===== config.mk =====
export PLATFORM = sky130hd
export DESIGN_NAME = alarm_ring_ctrl
export DESIGN_NICKNAME = d
export VERILOG_FILES = /design/src/rtl/alarm_ring_ctrl.sv
export SDC_FILE = /design/constraint.sdc
export NUM_CORES = 1
export LEC_CHECK = 0
export ABC_AREA = 1
export CORE_MARGIN = 5
export CORE_UTILIZATION = 45
export DETAILED_ROUTE_END_ITERATION = 12
export PLACE_DENSITY = 0.66
export SYNTH_ARGS = -nofsm -noshare
export SYNTH_HDL_FRONTEND = slang
export SYNTH_SLANG_ARGS = --single-unit

===== constraint.sdc =====
create_clock -name clk_1s -period 4.73 [get_ports clk_1s]
set_clock_uncertainty 0.05 [all_clocks]
set_input_delay 1.419 -clock clk_1s [delete_from_list [all_inputs] [get_ports clk_1s]]
set_output_delay 1.419 -clock clk_1s [all_outputs]
set_load 0.01 [all_outputs]

===== src/rtl/alarm_ring_ctrl.sv =====
// ---------------------------------------------------------------------------
// alarm_ring_ctrl
// Sits downstream of the alarm clock core. It turns the core's Alarm level
// into a 1 s on / 1 s off buzzer pattern and handles snooze, ring timeout and
// dismissal. After every dismissal it holds the core's STOP_al input high
// through a lockout window, so the alarm minute that still matches cannot
// fire the alarm again.
//
// Ports
//   clk_1s        in   1 s tick clock, rising edge
//   reset         in   asynchronous, active-high
//   alarm_in      in   Alarm level from the clock core
//   snooze_btn    in   snooze request (debounced upstream)
//   stop_btn      in   dismiss request (debounced upstream)
//   buzzer        out  buzzer drive, toggles every tick while ringing
//   stop_al       out  to core STOP_al; high only in LOCKOUT
//   ringing       out  state == RING
//   snoozing      out  state == SNOOZE
//   snooze_left   out  remaining snooze ticks; 0 outside SNOOZE
//   snooze_count  out  snoozes used in the current alarm event
//   timed_out     out  sticky: last event ended by ring timeout
//   dbg_state     out  current FSM state (0 IDLE, 1 RING, 2 SNOOZE, 3 LOCKOUT)
//
// Button handshake: snooze_btn and stop_btn are plain levels sampled on each
// clk_1s edge. There is no ready/acknowledge path. A press counts only if it
// is high at an edge where the current state acts on that button.
// ---------------------------------------------------------------------------
module alarm_ring_ctrl #(
   parameter int SNOOZE_SEC       = 300,
   parameter int RING_TIMEOUT_SEC = 60,
   parameter int LOCK_SEC         = 60,
   parameter int MAX_SNOOZE       = 3,
   parameter int CNT_W            = 9
) (
   input  logic             clk_1s,
   input  logic             reset,
   input  logic             alarm_in,
   input  logic             snooze_btn,
   input  logic             stop_btn,
   output logic             buzzer,
   output logic             stop_al,
   output logic             ringing,
   output logic             snoozing,
   output logic [CNT_W-1:0] snooze_left,
   output logic [1:0]       snooze_count,
   output logic             timed_out,
   output logic [1:0]       dbg_state
);

   typedef enum logic [1:0] {
      S_IDLE    = 2'd0,
      S_RING    = 2'd1,
      S_SNOOZE  = 2'd2,
      S_LOCKOUT = 2'd3
   } state_t;

   localparam logic [CNT_W-1:0] RING_LAST = CNT_W'(RING_TIMEOUT_SEC - 1);
   localparam logic [CNT_W-1:0] SNOOZE_LD = CNT_W'(SNOOZE_SEC);
   localparam logic [CNT_W-1:0] LOCK_LD   = CNT_W'(LOCK_SEC);
   localparam logic [CNT_W-1:0] ONE       = CNT_W'(1);
   localparam logic [1:0]       SNZ_MAX   = 2'(MAX_SNOOZE);

   state_t           state_q, state_d;
   logic [CNT_W-1:0] ring_cnt_q, ring_cnt_d;
   logic [CNT_W-1:0] timer_q, timer_d;
   logic [1:0]       snooze_count_q, snooze_count_d;
   logic             timed_out_q, timed_out_d;
   logic             buzzer_q, buzzer_d;
   logic             stop_al_q, stop_al_d;
   logic             ringing_q, ringing_d;
   logic             snoozing_q, snoozing_d;
   logic [CNT_W-1:0] snooze_left_q, snooze_left_d;

   always_comb begin
      state_d        = state_q;
      ring_cnt_d     = ring_cnt_q;
      timer_d        = timer_q;
      snooze_count_d = snooze_count_q;
      timed_out_d    = timed_out_q;

      case (state_q)
         S_IDLE: begin
            if (alarm_in) begin
               state_d        = S_RING;
               ring_cnt_d     = '0;
               snooze_count_d = 2'd0;
               timed_out_d    = 1'b0;
            end
         end
         S_RING: begin
            // Priority order: stop first, then timeout, then snooze.
            if (stop_btn) begin
               state_d = S_LOCKOUT;
               timer_d = LOCK_LD;
            end else if (ring_cnt_q == RING_LAST) begin
               state_d     = S_LOCKOUT;
               timer_d     = LOCK_LD;
               timed_out_d = 1'b1;
            end else if (snooze_btn && (snooze_count_q < SNZ_MAX)) begin
               state_d        = S_SNOOZE;
               timer_d        = SNOOZE_LD;
               snooze_count_d = snooze_count_q + 2'd1;
            end else begin
               ring_cnt_d = ring_cnt_q + ONE;
            end
         end
         S_SNOOZE: begin
            if (stop_btn) begin
               state_d = S_LOCKOUT;
               timer_d = LOCK_LD;
            end else if (timer_q == ONE) begin
               state_d    = S_RING;
               ring_cnt_d = '0;
            end else begin
               timer_d = timer_q - ONE;
            end
         end
         default: begin  // S_LOCKOUT
            if (timer_q == ONE) begin
               state_d = S_IDLE;
               timer_d = '0;
            end else begin
               timer_d = timer_q - ONE;
            end
         end
      endcase

      // The outputs are computed from the next state so that every output
      // changes on the same edge as the state it reports.
      if (state_d == S_RING) begin
         buzzer_d = (state_q == S_RING) ? ~buzzer_q : 1'b1;
      end else begin
         buzzer_d = 1'b0;
      end
      stop_al_d     = (state_d == S_LOCKOUT);
      ringing_d     = (state_d == S_RING);
      snoozing_d    = (state_d == S_SNOOZE);
      snooze_left_d = (state_d == S_SNOOZE) ? timer_d : '0;
   end

   always_ff @(posedge clk_1s or posedge reset) begin
      if (reset) begin
         state_q        <= S_IDLE;
         ring_cnt_q     <= '0;
         timer_q        <= '0;
         snooze_count_q <= 2'd0;
         timed_out_q    <= 1'b0;
         buzzer_q       <= 1'b0;
         stop_al_q      <= 1'b0;
         ringing_q      <= 1'b0;
         snoozing_q     <= 1'b0;
         snooze_left_q  <= '0;
      end else begin
         state_q        <= state_d;
         ring_cnt_q     <= ring_cnt_d;
         timer_q        <= timer_d;
         snooze_count_q <= snooze_count_d;
         timed_out_q    <= timed_out_d;
         buzzer_q       <= buzzer_d;
         stop_al_q      <= stop_al_d;
         ringing_q      <= ringing_d;
         snoozing_q     <= snoozing_d;
         snooze_left_q  <= snooze_left_d;
      end
   end

   assign buzzer       = buzzer_q;
   assign stop_al      = stop_al_q;
   assign ringing      = ringing_q;
   assign snoozing     = snoozing_q;
   assign snooze_left  = snooze_left_q;
   assign snooze_count = snooze_count_q;
   assign timed_out    = timed_out_q;
   assign dbg_state    = state_q;

endmodule

==> results of run 1 <==
metal layers:
metal  vias up  track usage, %  share of wire, %
li1        954               -                 -
met4         0           4.899               1.3
met5         -               0                 0
met1       836           21.67                45
met2        49           27.32                48
met3         7           4.821               5.6
worst max-delay path by stage:
stage,start,cells after the start,endpoint
6_report,dbg_state[1]$_DFF_PP0_,1,dbg_state[1]
5_1_grt,dbg_state[1]$_DFF_PP0_,1,dbg_state[1]
4_1_cts,dbg_state[1]$_DFF_PP0_,1,dbg_state[1]
3_5_place_dp,stop_btn,10,snooze_left[4]$_DFF_PP0_
3_3_place_gp,stop_btn,10,snooze_left[5]$_DFF_PP0_
2_1_floorplan,stop_btn,10,snooze_left[5]$_DFF_PP0_
power by group through the flow:
stage | sequential (mW) | combinational (mW) | clock [mW]
2_1_floorplan | 0.314 | 0.0107 | 0
3_3_place_gp | 0.314 | 0.0179 | 0
3_5_place_dp | 0.314 | 0.0180 | 0
4_1_cts | 0.308 | 0.0181 | 0.229
5_1_grt | 0.307 | 0.0203 | 0.244
6_report | 0.308 | 0.0175 | 0.221
through the flow:
stage | total power, mW | setup WS [ns] | utilization, %
floorplan | 0.3244 | 2.322 | -
global placement | 0.3315 | 1.562 | 52.03
detailed placement | 0.3316 | 1.500 | 52.03
CTS | 0.5545 | 1.600 | 53.92
global route | 0.5719 | 1.551 | 53.92
finish | 0.5459 | 1.617 | 53.92
sequential cells by signal, summed over array words and instances (netlist names):
register and cells:
buzzer 1, snoozing 1, ringing 1, timed_out 1, dbg_state 2, snooze_count 2
snooze_left 9, ring_cnt_q 9, stop_al 1, timer_q 9
layout make-up:
class	instances	area, um2	area share, %
Clock buffer	8	90.09	3.514
Inverter	45	176.4	6.881
Multi-Input combinational cell	202	1085	42.31
Sequential cell	36	900.9	35.14
Tap cell	67	83.83	3.270
Timing Repair Buffer	23	227.7	8.882
cells by family after synthesis:
logic type,Yosys count,synth area share [%]
xor gates and xnor gates,9,3.556
buffers and inverters,50,10.44
AOI/OAI and AO/OA,32,8.916
DFF,36,40.63
adders and majority gates,5,2.822
and+or+nand+nor,156,33.63
cells in the final DEF (no fill, tap or decap), types with 2 or more instances in the layout:
cell              n
nand2_1          67
nor2_1           41
inv_1            38
dfrtp_1          36
clkdlybuf4s50_1  22
o21ai_0          15
nand3_1          15
xor2_1            8
nand4_1           7
o21ai_2           6
nor3_1            6
clkbuf_8          6
nand2_2           5
inv_2             5
a21oi_1           5
ha_1              5
nor2_4            4
nand3_2           2
nor2_2            2
nand2_4           2
nand3_4           2
a21oi_2           2
clkbuf_1          2
==> summary.md, run 1 <==
| Metric | Value |
|---|---|
| Post-route ant nets | `0` |
| Internal power | `431.9 uW` |
| FFs w/ async S/R, synth | `100.0%` |
| Main synth FF type | `dfrtp_1` |
| Post_cts resized | `0` |
| Cell Pwr Density | `212.9 nW/um2` |
| Worst-path cell chain | `clkdlybuf4s50_1` |
| Yosys warnings | `0` |
| Largest net degree at the start of global routing | `37` |
| Num CTS Buffers | `5` |
| Hold buffer count at cts | `0` |
| Antenna violations before repair | `0` |
| Ports | `23` |
| Hold Path Cell Cnt | `1` |
| Minimum clock period | `3.113 ns` |
| Std-Cell Rows | `25` |
| Critical Path End Type | `output pin` |
| Status | `finished, final reports clean` |
| Max VDD drop | `0.1208 mV` |
| WHS | `0.3909 ns` |
| Clock power frac | `40.4%` |
| Placed Area | `2474 um2` |
| Most frequent cell after synthesis | `nand2_1` |
| Root buffer cell | `clkbuf_8` |
| Vias in the first global route | `1794` |
| GR Util All Layers | `between 10% and 20%` |
| Period utilisation layout | `65.81%` |
| First-pass GRT wire length | `8411 um` |
| Sw frac | `20.88%` |
| Unique cell type count in the Yosys netlist | `34` |
| Worst min-delay path class | `flop to flop` |
| Area grow syn2layout | `15.63%` |
| WP buf/inv | `1` |
| CTS HTree Levels | `2` |
| Crit path max fanout | `12` |
| Final-report setup violation count | `0` |
| Worst rel slew slack | `around three fifths` |
| Post-synthesis register bit count | `36` |
| Die height | `80.19 um` |
| Top area cells in the synthesized netlist | `dfrtp_1 41%, nand2_1 11%, nor2_1 6.9%` |
| Layout cell share with drive strength beyond 1 | `a little over an eighth` |
| Worst path required time | `3.26 ns` |
| Number of flops mapped to enable cells by yosys | `0` |
| Final Hold Fails | `0` |
| Clock tree sinks | `36` |
| TritonRoute pass-1 iters | `4` |
| # nets final | `323` |
| Sequential fraction of the synthesis area | `40.63%` |
| Worst stage delay on the critical path | `about 0.7 ns` |
| Synth Net Count | `about 300` |
| Pins Over Slew Limit | `0` |
| Worst-margin pin slew | `0.5775 ns` |
| Crit path max-delay cell type | `dfrtp_1` |
| Clock latency on the worst-skew pair | `0.28 ns` |
| Fill count | `477` |
| End of the worst hold path | `buzzer$_DFF_PP0_` |
| Unrepaired setup endpoints after global routing | `no` |
| Min-delay src | `buzzer$_DFF_PP0_` |
| Worst flop-to-flop path endpoint | `snooze_left[0]$_DFF_PP0_` |
| Pleak | `1.292 nW` |
| Crit Path Class | `flop to output pin` |
| DP Wirelength | `between 3000 and 4000 um` |
| Largest area contributor in the netlist | `dfrtp_1` |
| Mapped Avg Cell Area | `7.698 um2` |
| Crit-path leading delay family | `flip-flops` |
| Iter 0 DRT Violations | `90` |
| Reg2reg start | `timer_q[1]$_DFF_PP0_` |
| Gp weighted congestion | `0.9451` |
| Number of setup buffers added after CTS | `0` |
| Initial Util | `46.63%` |
| GRT Residual Overflow | `0` |
| Syn Inst Count | `~290` |
| Switch Pwr | `around 110 uW` |
| Post-synth top area share | `40.63%` |
| Commonest cells post-synth | `67 x nand2_1, 41 x nor2_1, 38 x inv_1` |
| Post-Place Cells | `373` |
| Crit path DAT | `1.64 ns` |
| Worst-path clk slew | `0.07 ns` |
| Startpoint type of the worst setup path | `flop` |
| Number of remaining DRC errors | `0` |
| Core area | `roughly 4800 um2` |
| WL per Instance | `12.46 um` |
| Buffers on Ports | `22` |
| Vias per cell | `4.845` |
| Maxcap violations | `0` |
| Detailed-route via count | `1846` |
| Layout Cells excl Fill | `381` |
| Combinational power share | `3.2%` |
| Chip width | `80.19 um` |
| Drt total wl | `approximately 4700 um` |
| ANT cells | `0` |
| Reg2reg setup slack | `roughly 2.8 ns` |
| CTS tree | `done` |
| Max clock buf depth | `2` |
| Mapped Area | `2217 um2` |
| Die area | `6430 um2` |
| Design area | `around 2600 um2` |
| Final total negative setup slack | `0 ns` |
| R2R cell count | `11` |
| Sequential Power Share | `56.4%` |
| Fmax | `0.3213 GHz` |
Power figures use the tool's default switching activity.
==> run 2: changes to the inputs <==
==> constraint.sdc (replaced) <==
create_clock -name clk_1s -period 3 [get_ports clk_1s]
set_clock_uncertainty 0.05 [all_clocks]
set_input_delay 0.9 -clock clk_1s [delete_from_list [all_inputs] [get_ports clk_1s]]
set_output_delay 0.9 -clock clk_1s [all_outputs]
set_load 0.01 [all_outputs]
==> run 2 against run 1 <==
  * Via count down 0.16%
  * Worst setup slack got worse by 1.1 ns
  * First-iteration DRC count is 2.2% higher
  * Cell count rose by 0.52%
  * Die area unchanged
  * Worst hold slack is essentially flat
  * Combinational power is 65% higher
  * Critical endpoint is now dbg_state[0]
  * Largest power group unchanged
  * Highest routed layer unchanged
==> summary.md, run 2 (synthesis gave the netlist of run 1 again) <==
| Metric | Value |
|---|---|
| Largest net degree at the start of global routing | `37 (unchanged)` |
| Layout cell share with drive strength beyond 1 | `14.24% (+1.2 points)` |
| GRT Residual Overflow | `0 (unchanged)` |
| WL per Instance | `12.21 um (-2.0%)` |
| Detailed-route via count | `1843 (-0.16%)` |
| Cell Pwr Density | `336.0 nW/um2 (+58%)` |
| CTS HTree Levels | `2 (unchanged)` |
| Initial Util | `46.63% (unchanged)` |
| Final Hold Fails | `0 (unchanged)` |
| CTS tree | `done` |
| Die height | `80.19 um (unchanged)` |
| ANT cells | `0 (unchanged)` |
| Maxcap violations | `0 (unchanged)` |
| Worst rel slew slack | `68.14% (+6.6 points)` |
| WP buf/inv | `1 (unchanged)` |
| Worst-path clk slew | `0.07 ns (about the same)` |
| Hold buffer count at cts | `0 (unchanged)` |
| Startpoint type of the worst setup path | `flop` |
| Crit path max fanout | `9 (-3)` |
| Layout Cells excl Fill | `383 (+0.52%)` |
| First-pass GRT wire length | `8280 um (-1.6%)` |
| Worst stage delay on the critical path | `0.64 ns (-0.07 ns)` |
| Clock latency on the worst-skew pair | `0.29 ns (about the same)` |
| Worst path required time | `2.05 ns (-1.21 ns)` |
| Crit-path leading delay family | `flip-flops` |
| Status | `finished, final reports clean` |
| Number of setup buffers added after CTS | `0 (unchanged)` |
| Fmax | `around 0.4 GHz` |
| GR Util All Layers | `16.35% (-0.45 points)` |
| Iter 0 DRT Violations | `92 (+2.2%)` |
| Worst-margin pin slew | `0.4780 ns (-0.09957 ns)` |
| Clock tree sinks | `36 (unchanged)` |
| Root buffer cell | `clkbuf_8` |
| Pins Over Slew Limit | `0 (unchanged)` |
| Critical Path End Type | `output pin` |
| Most frequent cells in the layout | `67 x nand2_1, 41 x nor2_1, 38 x inv_1` |
| Buffers on Ports | `22 (unchanged)` |
| Std-Cell Rows | `25 (unchanged)` |
| Gp weighted congestion | `0.9018 (-4.6%)` |
| Number of remaining DRC errors | `0 (unchanged)` |
| Max clock buf depth | `2 (unchanged)` |
| Ports | `23 (unchanged)` |
| Final-report setup violation count | `0 (unchanged)` |
| Post-Place Cells | `375 (+0.54%)` |
| Die area | `6430 um2 (unchanged)` |
| Worst-path cell chain | `clkdlybuf4s50_1` |
| Vias in the first global route | `1731 (-3.5%)` |
| Crit path max-delay cell type | `dfrtp_1` |
| Core area | `4755 um2 (unchanged)` |
| Num CTS Buffers | `5 (unchanged)` |
| DP Wirelength | `3571 um (-2.8%)` |
| Worst min-delay path class | `flop to flop` |
| TritonRoute pass-1 iters | `4 (unchanged)` |
| Most common cell after layout, fill and taps aside | `nand2_1` |
| Post-route ant nets | `0 (unchanged)` |
| Period utilisation layout | `83.64%` |
| Chip width | `80.19 um (unchanged)` |
| Vias per cell | `4.812 (-0.68%)` |
| Minimum clock period | `roughly 2.5 ns` |
| Antenna violations before repair | `0 (unchanged)` |
| Pleak | `1.306 nW (+1.1%)` |
| Crit Path Class | `flop to output pin` |
| Max VDD drop | `0.2203 mV (+82%)` |
| Final total negative setup slack | `0 ns (unchanged)` |
| Unrepaired setup endpoints after global routing | `no` |
| Area grow syn2layout | `16.42%` |
| # nets final | `325 (+0.62%)` |
| Crit path DAT | `1.56 ns (-0.08 ns)` |
| Post_cts resized | `0 (unchanged)` |
| Drt total wl | `4677 um (-1.5%)` |
[run 2: path summary, 6_finish.rpt]
check                                  startpoint                       end  slack (ns)  cells past startpoint
hold / removal                   buzzer$_DFF_PP0_          buzzer$_DFF_PP0_        0.39                      1
min in group asynchronous                   reset      timer_q[3]$_DFF_PP0_        0.95                      3
setup / recovery           dbg_state[0]$_DFF_PP0_              dbg_state[0]        0.49                      1
hold reg to reg                  buzzer$_DFF_PP0_          buzzer$_DFF_PP0_        0.39                      1
setup reg to reg             timer_q[1]$_DFF_PP0_  snooze_left[0]$_DFF_PP0_        1.08                     11
max in group asynchronous                   reset  snooze_left[6]$_DFF_PP0_        1.64                      3
[run 2: layer usage]
| layer | up-vias | part of all wire (%) | global-route usage, % |
|---|---|---|---|
| met3 | 10 | 5.8 | 4.372 |
| li1 | 955 | - | - |
| met2 | 46 | 46 | 24.75 |
| met5 | - | 0 | 0 |
| met1 | 832 | 46 | 22.68 |
| met4 | 0 | 2.4 | 5.068 |
[run 2: power by group]
part	internal [mW]	leakage (nW)	switching, mW
combinational	0.00945	0.835	0.0194
sequential	0.485	0.420	0
clock	0.183	0.0510	0.170
[run 2: cell type report]
cell class / instances / area (um2)
inverters: 45 / 176.4
clock buffers: 6 / 82.58
repair buffers: 25 / 242.7
well taps: 67 / 83.83
flip-flops and latches: 36 / 900.9
multi-input cells: 202 / 1085
clock inverters: 2 / 10.01
fillers: 464 / 2173
[run 2: through the flow]
step	power, mW	area, um2	hold slack (ns)	util [%]	worst slack [ns]
6_report	0.8673	2581	0.3910	54.29	0.4909
5_1_grt	0.9078	2581	0.4232	54.29	0.4354
4_1_cts	0.8793	2581	0.3991	54.29	0.4776
3_5_place_dp	0.5242	2489	0.3900	52.34	0.4531
3_3_place_gp	0.5243	2489	0.3865	52.34	0.4560
2_1_floorplan	0.5114	2217	0.4249	-	1.111
